--- src/rtl/instr_prefetch_queue.sv ---
// rtl/instr_prefetch_queue.sv - in-order instruction prefetch queue with credit-limited fetch and redirect flush
// Optional feature macro PREFETCH_BYPASS_EN: an empty queue forwards an arriving response straight to instr_*.
module instr_prefetch_queue #(
   parameter int                DEPTH    = 4,
   parameter int                ADDR_W   = 16,
   parameter int                DATA_W   = 16,
   parameter logic [ADDR_W-1:0] RESET_PC = '0
) (
   input  logic              clk,
   input  logic              rst_n,
   output logic              mem_req,
   output logic [ADDR_W-1:0] mem_addr,
   input  logic              mem_gnt,
   input  logic              mem_rvalid,
   input  logic [DATA_W-1:0] mem_rdata,
   output logic              instr_valid,
   output logic [DATA_W-1:0] instr,
   output logic [ADDR_W-1:0] instr_pc,
   input  logic              instr_ready,
   input  logic              redirect,
   input  logic [ADDR_W-1:0] redirect_pc
);

   localparam int PTR_W = (DEPTH > 1) ? $clog2(DEPTH) : 1;
   localparam int CNT_W = $clog2(DEPTH + 1);
   localparam logic [CNT_W:0] CREDIT_MAX = (CNT_W + 1)'(DEPTH);

   logic              run;
   logic [ADDR_W-1:0] fetch_pc;

   logic [ADDR_W-1:0] fly_pc [DEPTH];
   logic [PTR_W-1:0]  fly_wr;
   logic [PTR_W-1:0]  fly_rd;
   logic [CNT_W-1:0]  outstanding;
   logic [CNT_W-1:0]  outstanding_nxt;
   logic [CNT_W-1:0]  discard;

   logic [ADDR_W-1:0] q_pc   [DEPTH];
   logic [DATA_W-1:0] q_data [DEPTH];
   logic [PTR_W-1:0]  q_head;
   logic [PTR_W-1:0]  q_tail;
   logic [CNT_W-1:0]  q_count;

   logic              grant;
   logic              accept;
   logic              q_write;
   logic              pop;
   logic              q_empty;
   logic [CNT_W:0]    credit_used;

   // Queued entries and in-flight requests (including ones being discarded) share the credit pool.
   assign credit_used = {1'b0, q_count} + {1'b0, outstanding};
   assign mem_req     = run & (credit_used < CREDIT_MAX);
   assign mem_addr    = fetch_pc;
   assign grant       = mem_req & mem_gnt;
   assign q_empty     = (q_count == '0);
   assign accept      = mem_rvalid & (discard == '0) & ~redirect;
   assign pop         = ~q_empty & instr_ready & ~redirect;

`ifdef PREFETCH_BYPASS_EN
   logic bypass;

   assign bypass      = accept & q_empty;
   assign instr_valid = ~q_empty | bypass;
   assign instr       = bypass ? mem_rdata : q_data[q_head];
   assign instr_pc    = bypass ? fly_pc[fly_rd] : q_pc[q_head];
   assign q_write     = accept & ~(bypass & instr_ready);
`else
   assign instr_valid = ~q_empty;
   assign instr       = q_data[q_head];
   assign instr_pc    = q_pc[q_head];
   assign q_write     = accept;
`endif

   always_comb begin
      outstanding_nxt = outstanding;
      if (grant && !mem_rvalid) begin
         outstanding_nxt = outstanding + CNT_W'(1);
      end else if (!grant && mem_rvalid) begin
         outstanding_nxt = outstanding - CNT_W'(1);
      end
   end

   always_ff @(posedge clk or negedge rst_n) begin
      if (!rst_n) begin
         run         <= 1'b0;
         fetch_pc    <= RESET_PC;
         fly_wr      <= '0;
         fly_rd      <= '0;
         outstanding <= '0;
         discard     <= '0;
         q_head      <= '0;
         q_tail      <= '0;
         q_count     <= '0;
         for (int i = 0; i < DEPTH; i++) begin
            fly_pc[i] <= '0;
            q_pc[i]   <= '0;
            q_data[i] <= '0;
         end
      end else begin
         run         <= 1'b1;
         outstanding <= outstanding_nxt;

         // The in-flight PC FIFO tracks memory order regardless of redirects.
         if (grant) begin
            fly_pc[fly_wr] <= fetch_pc;
            fly_wr         <= fly_wr + PTR_W'(1);
         end
         if (mem_rvalid) begin
            fly_rd <= fly_rd + PTR_W'(1);
         end

         if (redirect) begin
            fetch_pc <= redirect_pc;
            discard  <= outstanding_nxt;
            q_head   <= '0;
            q_tail   <= '0;
            q_count  <= '0;
         end else begin
            if (grant) begin
               fetch_pc <= fetch_pc + ADDR_W'(2);
            end
            if (mem_rvalid && (discard != '0)) begin
               discard <= discard - CNT_W'(1);
            end
            if (q_write) begin
               q_pc[q_tail]   <= fly_pc[fly_rd];
               q_data[q_tail] <= mem_rdata;
               q_tail         <= q_tail + PTR_W'(1);
            end
            if (pop) begin
               q_head <= q_head + PTR_W'(1);
            end
            if (q_write && !pop) begin
               q_count <= q_count + CNT_W'(1);
            end else if (!q_write && pop) begin
               q_count <= q_count - CNT_W'(1);
            end
         end
      end
   end

endmodule

--- config.mk ---
export PLATFORM = sky130hd
export DESIGN_NAME = instr_prefetch_queue
export DESIGN_NICKNAME = d
export VERILOG_FILES = /design/src/rtl/instr_prefetch_queue.sv
export SDC_FILE = /design/constraint.sdc
export NUM_CORES = 1
export LEC_CHECK = 0
export BUFFER_PORTS_ARGS = -buffer_cell sky130_fd_sc_hd__buf_2
export CAP_MARGIN = 15
export CORE_MARGIN = 4
export CORE_UTILIZATION = 51
export DETAILED_ROUTE_END_ITERATION = 7
export PLACE_DENSITY_LB_ADDON = 0.25
export SLEW_MARGIN = 20
export SYNTH_ARGS = -nofsm -noshare
export SYNTH_HDL_FRONTEND = slang
export SYNTH_SLANG_ARGS = --single-unit
--- constraint.sdc ---
create_clock -name clk -period 2.7 [get_ports clk]
set_input_delay 0.405 -clock clk [delete_from_list [all_inputs] [get_ports clk]]
set_output_delay 0.405 -clock clk [all_outputs]
set_load 0.005 [all_outputs]
* Word level (Yosys, flattened, before mapping) *
Cells that the tools add are included.

word-level totals
  register bits = 226
  input port bits = 38
  output and inout bits = 50
  logic and storage cells = 100

operators by class
  add/sub/neg operators = 11
  $lt $le $gt $ge = 7
  muxes and demuxes = 29
  bitwise logic cells = 12
  reductions and logical operators = 20

operators with widths
  kind                   number
  $bwmux 64              3
  $mux 16                10
  $bmux 16 s2            3
  $demux 16 s2           2
  $mux 3                 7
  $add 16x2->16 const B  1
  $ge 3x3->1 const B     4
  $not 2->3              4
  $sub 3x1->3 const B    3
  $add 2x1->2 const B    4
  $mux 2                 4
  $reduce_bool 2->1      4
  $logic_and 1x1->1      7
  $add 3x1->3 const B    2
  $and 1x1->1            6
  $logic_not 3->1        2
  $lt 3x1->1 const B     2
  $reduce_bool 3->1      2
  $add 3x3->4            1
  $logic_not 1->1        4
  $lt 4x3->1 const B     1
  $not 1->1              2
  $reduce_and 2->1       1

* Longest topological paths before layout *
Gate-level depths: netlist of the first run.

  word-level depth = 9
  mapped depth = 8
  gate-level depth less buffers = 8

* Worst setup path before layout of the first run *
OpenSTA, ideal clock, no wires.

  path type = register to register
  start point = register q_count[2]
  end point = register fly_pc[21] in the netlist's numbering
  setup time = 125 ps
  arrival time = 2024 ps
  required time = 2575 ps
  setup slack = 551 ps
  stages on the path, launching flop included = 8
  path buffers = 2
  period minus slack after synthesis = 2149 ps
  cells stage by stage = dfrtp_1 > ha_1 > nor4b_4 > and3_1 > buf_12 > nand2_8 > buf_6 > mux2_4

on the way
  word-level cells in the longest chain between the ends = 4

ends and longest elaborated chain
  what                           RTL line  RTL
  start, declared                42        logic [CNT_W-1:0] q_count;
  start signal, assigned         135       q_count <= q_count + CNT_W'(1);
  start signal, assigned         137       q_count <= q_count - CNT_W'(1);
  $add 3x3->4                    52        assign credit_used = {1'b0, q_count} + {1'b0, outstanding};
  $lt 4x3->1                     53        assign mem_req = run & (credit_used < CREDIT_MAX);
  $and 1x1->1                    53
  $and 1x1->1                    55        assign grant = mem_req & mem_gnt;
  end signal, assigned by index  106       fly_pc[fly_wr] <= fetch_pc;
  end, declared                  31        logic [ADDR_W-1:0] fly_pc [DEPTH];

Every way passes these cells.
A chain may end at the register's enable or synchronous reset.

* Final worst setup path of the first run *
  start point = register q_count[2]
  end point = output mem_req

on the way
  word-level cells in the longest chain between the ends = 3

ends and longest elaborated chain
  what           RTL line  RTL
  $add 3x3->4    52
  $lt 4x3->1     53
  $and 1x1->1    53
  end, declared  11        output logic mem_req,

Every way passes these cells.

==> results of run 1 <==
## metrics by stage
| stage | setup WS [ns] | util, % | instance area (µm²) |
|---|---|---|---|
| 2_1_floorplan | 0.551 | - | 10500 |
| 3_3_place_gp | 0.430 | 55.7 | 11300 |
| 3_5_place_dp | 0.356 | 55.7 | 11300 |
| 4_1_cts | 0.192 | 59.8 | 12100 |
| 5_1_grt | 0.129 | 59.8 | 12100 |
| 6_report | 0.233 | 59.8 | 12100 |
## area by class of cell
type / instances / area (µm²)
tap: 270 / 338
multi-input combinational: 400 / 4560
timing repair buffer: 105 / 682
clock inverter: 8 / 70.1
clock buffer: 36 / 737
fill: 1557 / 8140
inverter: 12 / 45.0
sequential: 226 / 5660
## timing repair
item	4_1_cts	5_1_grt
hold buffers	1	0
setup endpoints to repair	0	0
endpoints found under the hold margin	77	0
## layer usage
metal	up-vias	GRT usage [%]	share of wire (%)	wire, µm
met4	0	4.26	1.9	391
met3	26	2.96	3.8	796
met2	118	32.5	50	10600
met5	-	0	0	0
li1	2686	-	-	-
met1	3162	26.1	44	9330
## power groups by stage
stage	clock, mW	sequential [mW]	combinational, mW
floorplan	0	4.77	2.90
detailed placement	0	5.09	3.79
global placement	0	4.99	3.63
finish	3.28	5.03	3.73
global route	3.49	5.17	4.10
CTS	3.36	5.04	3.80
## Yosys cell counts (all sizes together), types with 2 or more instances
cell	n
a31oi	9
clkbuf	13
a211oi	2
nor2	16
o31ai	5
ha	15
or4	6
mux2	194
nand3b	2
mux2i	4
nor3	7
o31a	4
o21ai	9
nand2b	3
buf	28
xor2	4
nand2	27
and3	5
dfrtp	226
or3	2
or4b	2
nand3	5
mux4	48
nand4	6
xnor2	10
inv	12
## critical path, cell delays in order (launching register included)
cell and delay, ns:
dfrtp_1 0.42, ha_1 0.33, or4b_1 0.55, nor2_1 0.14, buf_2 0.12
## logic make-up (layout without fill, tap and decap cells)
kind of cell	count (synthesis)	in the layout	synth area share [%]
mux	246	246	32.9
flops	226	226	53.9
simple gates	87	87	5.08
buf+inv	53	161	2.56
compound gates	36	36	2.30
fa+ha+maj	16	16	1.98
xor+xnor	14	14	1.17
other cells	1	1	0.0358
## state kept, by name, indices dropped and copies added (netlist names)
signal	flops
fly_pc	64
q_pc	64
q_count	3
mem_addr	16
q_tail	2
fly_wr	2
outstanding	3
q_data	64
run	1
discard	3
q_head	2
fly_rd	2
## worst paths after layout
kind | from | endpoint | slack, ns | cells past startpoint
max in group asynchronous | rst_n | q_data[29] | 1.40 | 3
setup / recovery | q_count[2] | mem_req | 0.23 | 4
setup reg to reg | q_count[2] | mem_addr[6] | 0.32 | 5
min in group asynchronous | rst_n | q_data[34] | 0.50 | 2
hold / removal | redirect_pc[4] | mem_addr[4] | 0.12 | 3
hold reg to reg | fly_pc[49] | fly_pc[49] | 0.49 | 1
==> key figures, run 1 <==
Status
  – Status: finished clean

Drt
  – Number of antenna-violating nets in the routed design: 0
  – Drt via density: 5.67
  – Pre-antenna DRT Iters: 4
  – Via count: 5992
  – Drt wl/cell: 19.9 µm
  – 1st-iter DRT viols: 231
  – DRC: 0
  – Drt total wl: 21100 µm

Die
  – Die H: 151 µm
  – Core Area: 20200 µm²
  – Rows: 52
  – Initial core utilization: 51.8%
  – IO Pins: 88
  – Die Wd: 151 µm
  – Die area: 22900 µm²

Final layout
  – Diodes inserted: 0
  – Nets: 823
  – Commonest non-fill, non-tap cell in the layout: dfrtp_1
  – Fin cells: 1057
  – Share of cells above drive strength 1: 46.4%
  – Commonest cells after routing, fill and taps aside: dfrtp_1 (225), mux2_2 (125), buf_2 (86)
  – Synthesis-to-finish area growth: 15.3%

Synthesis
  – Post-synth top flop: dfrtp_1
  – Post-Syn Area per Cell: 15.4 µm²
  – Yosys cell types: 49
  – Main area contributors after synthesis: dfrtp_1 (54%), mux2_2 (13%), mux4_2 (10%)
  – Post-synthesis instance area: 10500 µm²
  – Ys Warns: 0
  – Post-synth EDFFs: 0
  – Flops & latches, synth: 226
  – Syn Inst Count: 679
  – Seq/Total Area, Yosys: 53.9%
  – Post-synth top area cell: dfrtp_1
  – Ys async rst share: 100%
  – Synthesized Nets: 733
  – Yosys top cell area share: 53.9%

GRT
  – Total track usage: 19.1%
  – Vias in the first global route: 6521
  – First-pass GRT wire length: 34700 µm
  – Antenna violations before repair: 0
  – Pin count of the biggest net entering global routing: 83
  – Total congestion overflow: 0

STA
  – Slew headroom: 54.5%
  – RSZ-0062 raised after global routing: no
  – Hold slack final: 0.119 ns
  – Tmin final: 2.47 ns
  – Clock skew: 0.00841 ns
  – Final Hold Fails: 0
  – Setup TNS: 0 ns
  – Tcrit/Tclk final: 91.4%
  – Worst slew pin tran: 0.682 ns
  – FMAX: 405 MHz
  – Setup violators final: 0
  – Slew Viols, Final: 0

Place
  – HPWL after DPL: 14100 µm
  – I/O Buffers: 87
  – Final GP Congestion: 0.819
  – Placed Cells: 1012

Worst setup path
  – Worst Setup End Kind: output port
  – Worst path arrival time: 2.06 ns
  – CP startpoint kind: flip-flop
  – WP data required: 2.30 ns
  – Max Fanout on Critical Path: 5
  – Critical path class: reg -> out

CTS
  – Worst skew pair latency: 0.50 ns
  – Clock sinks: 226
  – H-tree levels: 1
  – Reg clk slew, reported paths: 0.06 ns
  – Cts bufs inserted: 24
  – CTS Root Cell: clkbuf_16
  – Longest Clk Path Bufs: 3
  – CTS tree: done
  – Post-CTS setup buffers: 0
  – CTS resizes: 0

Job
  – Max-cap violations: 0

Power
  – Maximum vdd drop: 518 µV
  – Switching share of power: 29.2%
  – Switch Pwr: 3.52 mW
  – P_int: 8.53 mW
  – Clock share of power: 27.3%
  – Seq pwr share: 41.8%
  – Total power draw: 12.0 mW
  – Share of power burned in combinational logic: 31.0%
  – Areal power density over the cells: 996 nW/µm²
  – Leak pwr: 5.81 nW

Worst hold path
  – HP Class: in -> reg
Note: power is estimated with default switching activity, not from simulation.
==> inputs of run 2 (changes only) <==
--- a/config.mk
+++ b/config.mk
@@ -8,7 +8,7 @@
 export BUFFER_PORTS_ARGS = -buffer_cell sky130_fd_sc_hd__buf_2
 export CAP_MARGIN = 15
 export CORE_MARGIN = 4
-export CORE_UTILIZATION = 51
+export CORE_UTILIZATION = 55
 export DETAILED_ROUTE_END_ITERATION = 7
 export PLACE_DENSITY_LB_ADDON = 0.25
 export SLEW_MARGIN = 20
==> run 2 against run 1 <==
Register-to-register slack gained 0.02 ns. Power shrank 1.6%. Largest cell class unchanged. Hold slack gained 0.0066 ns.
==> key figures, run 2 (synthesis gave the netlist of run 1 again) <==
Final layout
  – Largest registers: fly_pc (64), q_data (64), q_pc (64)
  – Synthesis-to-finish area growth: 14.0%
  – Commonest cells after routing, fill and taps aside: dfrtp_1 (225), mux2_2 (125), buf_2 (86)
  – Nets: 822 (-0.12%)
  – Diodes inserted: 0 (unchanged)
  – Share of cells above drive strength 1: 45.5% (-0.85 points)
  – Fin cells: 1016 (-3.9%)
  – Fillers: 1333 (-14%)
  – Final Core Density: 63.9% (+4.1 points)
  – Commonest non-fill, non-tap cell in the layout: dfrtp_1

Die
  – IO Pins: 88 (unchanged)
  – Die area: 21300 µm² (-6.9%)
  – Initial core utilization: 56.1% (+4.2 points)
  – Core Area: 18700 µm² (-7.6%)
  – Die Wd: 146 µm (-3.5%)
  – Rows: 50 (-3.8%)
  – Die H: 146 µm (-3.5%)

GRT
  – First-pass GRT wire length: 35300 µm (+1.7%)
  – Total congestion overflow: 0 (unchanged)
  – Vias in the first global route: 6752 (+3.5%)
  – Pin count of the biggest net entering global routing: 75 (-9.6%)
  – Antenna violations before repair: 0 (unchanged)
  – Total track usage: 20.3% (+1.2 points)

Drt
  – 1st-iter DRT viols: 245 (+6.1%)
  – Drt via density: 5.87 (+3.6%)
  – Pre-antenna DRT Iters: 4 (unchanged)
  – Number of antenna-violating nets in the routed design: 0 (unchanged)
  – Drt wl/cell: 20.6 µm (+3.1%)
  – Via count: 5967 (-0.42%)
  – Met3 routed WL: 847 µm (+6.4%)
  – M1 WL: 9170 µm (-1.7%)
  – Uppermost layer routed: met4
  – Drt total wl: 20900 µm (-0.92%)
  – DR WL met2: 10500 µm (-0.62%)
  – DRC: 0 (unchanged)

Power
  – Leak pwr: 5.76 nW (-0.87%)
  – Maximum vdd drop: 543 µV (+5.0%)
  – Areal power density over the cells: 991 nW/µm² (-0.50%)

STA
  – Slew Viols, Final: 0 (unchanged)
  – Setup violators final: 0 (unchanged)
  – Tmin final: 2.46 ns (-0.00967 ns)
  – Final Hold Fails: 0 (unchanged)
  – Tcrit/Tclk final: 91.0% (-0.36 points)
  – Clock skew: 0.00541 ns (-0.00301 ns)
  – RSZ-0062 raised after global routing: no
  – Slew headroom: 58.8% (+4.2 points)
  – Setup TNS: 0 ns (unchanged)
  – FMAX: 407 MHz (+0.39%)
  – Worst slew pin tran: 0.618 ns (-0.0636 ns)

CTS
  – Longest Clk Path Bufs: 3 (unchanged)
  – Post-CTS setup buffers: 0 (unchanged)
  – Clock sinks: 226 (unchanged)
  – Worst skew pair latency: 0.50 ns (about the same)
  – Cts bufs inserted: 25 (+4.2%)
  – Reg clk slew, reported paths: 0.06 ns (about the same)
  – CTS Root Cell: clkbuf_16
  – CTS tree: done
  – H-tree levels: 1 (unchanged)

Place
  – HPWL after DPL: 13700 µm (-2.7%)
  – Placed Cells: 974 (-3.8%)
  – I/O Buffers: 87 (unchanged)
  – Final GP Congestion: 0.835 (+2.0%)

Worst setup path
  – Worst path arrival time: 2.05 ns (about the same)
  – Max Fanout on Critical Path: 3 (-2)
  – Critical path class: reg -> out
  – CP startpoint kind: flip-flop
  – Worst Setup End Kind: output port
  – Reg2reg path depth: 5 (unchanged)
  – WP data required: 2.30 ns (about the same)

Status
  – Status: finished clean

Worst hold path
  – Hold Path Depth: 3 (unchanged)
  – HP Class: in -> reg

Job
  – Max-cap violations: 0 (unchanged)
## run 2: changes by cell type in the layout (fill, tap and decap cells not counted)
| cell | change |
|---|---|
| clkbuf_8 | -2 |
| clkinvlp_4 | -2 |
| clkbuf_1 | +4 |
| buf_12 | -1 |
| bufinv_16 | -1 |
| buf_4 | -1 |
| clkinv_2 | -2 |
## run 2: layer usage
metal / up-vias / global-route usage (%)
met1: 3108 / 27.2
met2: 136 / 34.9
met3: 32 / 3.10
met5: - / 0
met4: 0 / 5.64
li1: 2691 / -
## run 2: path summary, 6_finish.rpt
| check | slack, ns | to | from |
|---|---|---|---|
| worst max-delay path | 0.24 | mem_req | outstanding[2] |
| worst min-delay path | 0.13 | mem_addr[4] | redirect_pc[4] |
| worst max register to register | 0.34 | mem_addr[13] | outstanding[2] |
| worst min register to register | 0.49 | q_data[55] | q_data[55] |
| max in group asynchronous | 1.45 | fly_pc[5] | rst_n |
| min in group asynchronous | 0.49 | q_pc[61] | rst_n |
## run 2: cell type report
cell class	instances	area (µm²)	area share, %
Sequential cell	226	5660	47.3
Multi-Input combinational cell	400	4560	38.2
Clock buffer	38	724	6.06
Timing Repair Buffer	103	654	5.47
Tap cell	234	293	2.45
Inverter	12	45.0	0.377
Clock inverter	3	15.0	0.126
## run 2: report_power, final
| group | internal [mW] | switching (mW) |
|---|---|---|
| logic | 2.18 | 1.59 |
| registers | 4.36 | 0.649 |
| clock network | 1.83 | 1.24 |
| total | 8.37 | 3.48 |
## run 2: metrics by stage
stage | setup slack, ns | hold WS [ns] | cell area (µm²) | total power [mW]
global placement | 0.423 | 0.454 | 11200 | 8.60
floorplan | 0.551 | 0.109 | 10500 | 7.67
finish | 0.243 | 0.125 | 12000 | 11.8
CTS | 0.237 | 0.102 | 12000 | 12.0
detailed placement | 0.381 | 0.466 | 11200 | 8.87
global route | 0.113 | 0.112 | 12000 | 12.6
## run 2: timing repair
item | 4_1_cts | 5_1_grt
endpoints found under the setup margin | 0 | 0
hold buffers | 1 | 0
resized for setup | 0 | 0
hold endpoints to repair | 70 | 0
## run 2: critical path, cell delays in order, from the launching register on
cell     delay [ns]
dfrtp_1        0.41
ha_1           0.35
or4b_1         0.56
nor2_1         0.12
buf_2          0.11
==> inputs of run 3 (changes only) <==
--- a/config.mk
+++ b/config.mk
@@ -11,6 +11,7 @@
 export CORE_UTILIZATION = 55
 export DETAILED_ROUTE_END_ITERATION = 7
 export PLACE_DENSITY_LB_ADDON = 0.25
+export REMOVE_ABC_BUFFERS = 1
 export SLEW_MARGIN = 20
 export SYNTH_ARGS = -nofsm -noshare
 export SYNTH_HDL_FRONTEND = slang
==> run 3 against run 2 <==
Combinational power down 2%. Critical path type unchanged. Clock skew up 0.0012 ns. Sequential power up 1%. Sequential share of layout area down 0.23 points. Largest power group unchanged. Via count about the same. Global-route usage down 0.30 points. Final area up 0.51%. Core utilization up 0.33 points. Sequential cell count unchanged.
==> key figures, run 3 (synthesis gave the netlist of run 1 again) <==
Status
  – Status: finished clean

Place
  – Post-place setup slack: 0.353 ns (-0.0287 ns)
  – Final GP Congestion: 0.817 (-2.3%)
  – HPWL after DPL: 13700 µm (about the same)
  – I/O Buffers: 87 (unchanged)
  – Placed Cells: 977 (+0.31%)
  – Dpl cell area: 11200 µm² (about the same)

STA
  – Tmin final: 2.45 ns (-0.0108 ns)
  – FMAX: 409 MHz (+0.44%)
  – Setup TNS: 0 ns (unchanged)
  – RSZ-0062 raised after global routing: no
  – Slew headroom: 55.2% (-3.6 points)
  – Slew Viols, Final: 0 (unchanged)
  – Final Hold Fails: 0 (unchanged)
  – Clock skew: 0.00658 ns (+0.00117 ns)
  – Tcrit/Tclk final: 90.6% (-0.40 points)
  – Hold slack final: 0.135 ns (+0.00999 ns)
  – Setup violators final: 0 (unchanged)
  – Worst slew pin tran: 0.672 ns (+0.0537 ns)
  – Fin worst setup slack: 0.254 ns (+0.0108 ns)

GRT
  – Antenna violations before repair: 0 (unchanged)
  – Pin count of the biggest net entering global routing: 92 (+23%)
  – Vias in the first global route: 6629 (-1.8%)
  – First-pass GRT wire length: 34600 µm (-1.8%)
  – Total congestion overflow: 0 (unchanged)
  – Total track usage: 20.0% (-0.30 points)

Final layout
  – Synthesis-to-finish area growth: 14.5%
  – Post-route cell area: 12000 µm² (+0.51%)
  – Reg area: 5660 µm² (about the same)
  – Fin cells: 1021 (+0.49%)
  – Final Core Density: 64.2% (+0.33 points)
  – Multi-input logic area: 4570 µm² (+0.22%)
  – Commonest cells after routing, fill and taps aside: dfrtp_1 (224), mux2_2 (125), buf_2 (86)
  – Largest registers: fly_pc (64), q_data (64), q_pc (64)
  – Commonest non-fill, non-tap cell in the layout: dfrtp_1
  – Nets: 824 (+0.24%)
  – Fillers: 1304 (-2.2%)
  – Share of cells above drive strength 1: 47.3% (+1.7 points)
  – Diodes inserted: 0 (unchanged)

CTS
  – Cts bufs inserted: 24 (-4.0%)
  – Longest Clk Path Bufs: 3 (unchanged)
  – Cts hold-fix bufs: 1 (unchanged)
  – Reg clk slew, reported paths: 0.06 ns (about the same)
  – CTS tree: done
  – Clock sinks: 226 (unchanged)
  – Worst skew pair latency: 0.50 ns (about the same)
  – CTS Root Cell: clkbuf_16
  – H-tree levels: 1 (unchanged)
  – CTS resizes: 0 (unchanged)
  – Post-CTS setup buffers: 0 (unchanged)

Drt
  – Number of antenna-violating nets in the routed design: 0 (unchanged)
  – Drt total wl: 20900 µm (+0.30%)
  – DRC: 0 (unchanged)
  – Drt wl/cell: 20.5 µm (-0.19%)
  – Drt via density: 5.85 (-0.44%)
  – Via count: 5970 (+0.050%)
  – Pre-antenna DRT Iters: 4 (unchanged)
  – 1st-iter DRT viols: 325 (+33%)

Die
  – Die H: 146 µm (unchanged)
  – Initial core utilization: 56.1% (unchanged)
  – Die area: 21300 µm² (unchanged)
  – Die Wd: 146 µm (unchanged)
  – IO Pins: 88 (unchanged)
  – Rows: 50 (unchanged)
  – Core Area: 18700 µm² (unchanged)

Worst setup path
  – Reg2reg path depth: 5 (unchanged)
  – FF-to-FF setup slack: 0.34 ns (about the same)
  – CP startpoint kind: flip-flop
  – Worst Setup End Kind: output port
  – Worst path arrival time: 2.04 ns (about the same)
  – Largest stage delay, worst path: 0.53 ns (-0.03 ns)
  – Crit Reg-Reg Startpoint: q_count[2]
  – WP data required: 2.30 ns (about the same)
  – Slowest cell on crit path: or4b_1
  – Critical path class: reg -> out
  – Max Fanout on Critical Path: 5 (+2)
  – Worst r2r dst: mem_addr[8]
  – CP Cell Sequence: ha_1 -> or4b_1 -> nor2_1 -> buf_2

Worst hold path
  – Worst hold path endpoint: mem_addr[3]
  – Hold Path Depth: 3 (unchanged)
  – HP Class: in -> reg
  – Hold Path Origin: redirect_pc[3]

Power
  – Leak pwr: 5.79 nW (+0.67%)
  – Maximum vdd drop: 495 µV (-8.8%)
  – Total power draw: 12.0 mW (+1.1%)
  – Areal power density over the cells: 998 nW/µm² (+0.63%)

Job
  – Max-cap violations: 0 (unchanged)
[run 3: cell types whose count changed in the layout (fill, tap and decap cells not counted), sizes merged]
| cell | before | now |
|---|---|---|
| clkinv | 3 | 8 |
| clkbuf | 39 | 34 |
| bufinv | 0 | 1 |
| buf | 101 | 105 |
[run 3: final cells by class]
cell class,instances,share of cell area [%]
well taps,234,2.44
clock buffers,34,6.07
clock inverters,9,0.614
repair buffers,106,5.33
multi-input cells,400,38.1
flip-flops and latches,226,47.1
inverters,12,0.375
[run 3: power by group]
part           internal (mW)  leakage [nW]  switching, mW
Combinational           2.20          2.46           1.49
Sequential              4.36          2.93          0.701
Clock                   1.97         0.406           1.26
Total                   8.53          5.79           3.46
[run 3: per-layer routing]
| layer | track usage [%] | up-vias | wire [µm] |
|---|---|---|---|
| li1 | - | 2703 | - |
| met1 | 26.7 | 3116 | 8990 |
| met2 | 34.4 | 121 | 10600 |
| met3 | 3.07 | 30 | 877 |
| met4 | 5.74 | 0 | 517 |
| met5 | 0 | - | 0 |
[run 3: worst max-delay path, delay by kind of cell, from the launching register on]
family / cells / cell delay, ns
buffers and inverters: 1 / 0.13
adders and majority gates: 1 / 0.33
DFF: 1 / 0.42
and+or+nand+nor: 2 / 0.66
[run 3: how the worst max path moves through the flow]
stage                     cells past startpoint  slack, ns        from            to
after global placement                        5       0.41  q_count[2]  mem_addr[10]
after detailed placement                      6       0.35  q_count[2]    fly_pc[36]
after floorplan                               5       0.13  q_count[2]    fly_pc[16]
after global routing                          4       0.15  q_count[2]       mem_req
after CTS                                     3       0.22   q_head[0]     instr[12]
final                                         4       0.25  q_count[2]       mem_req
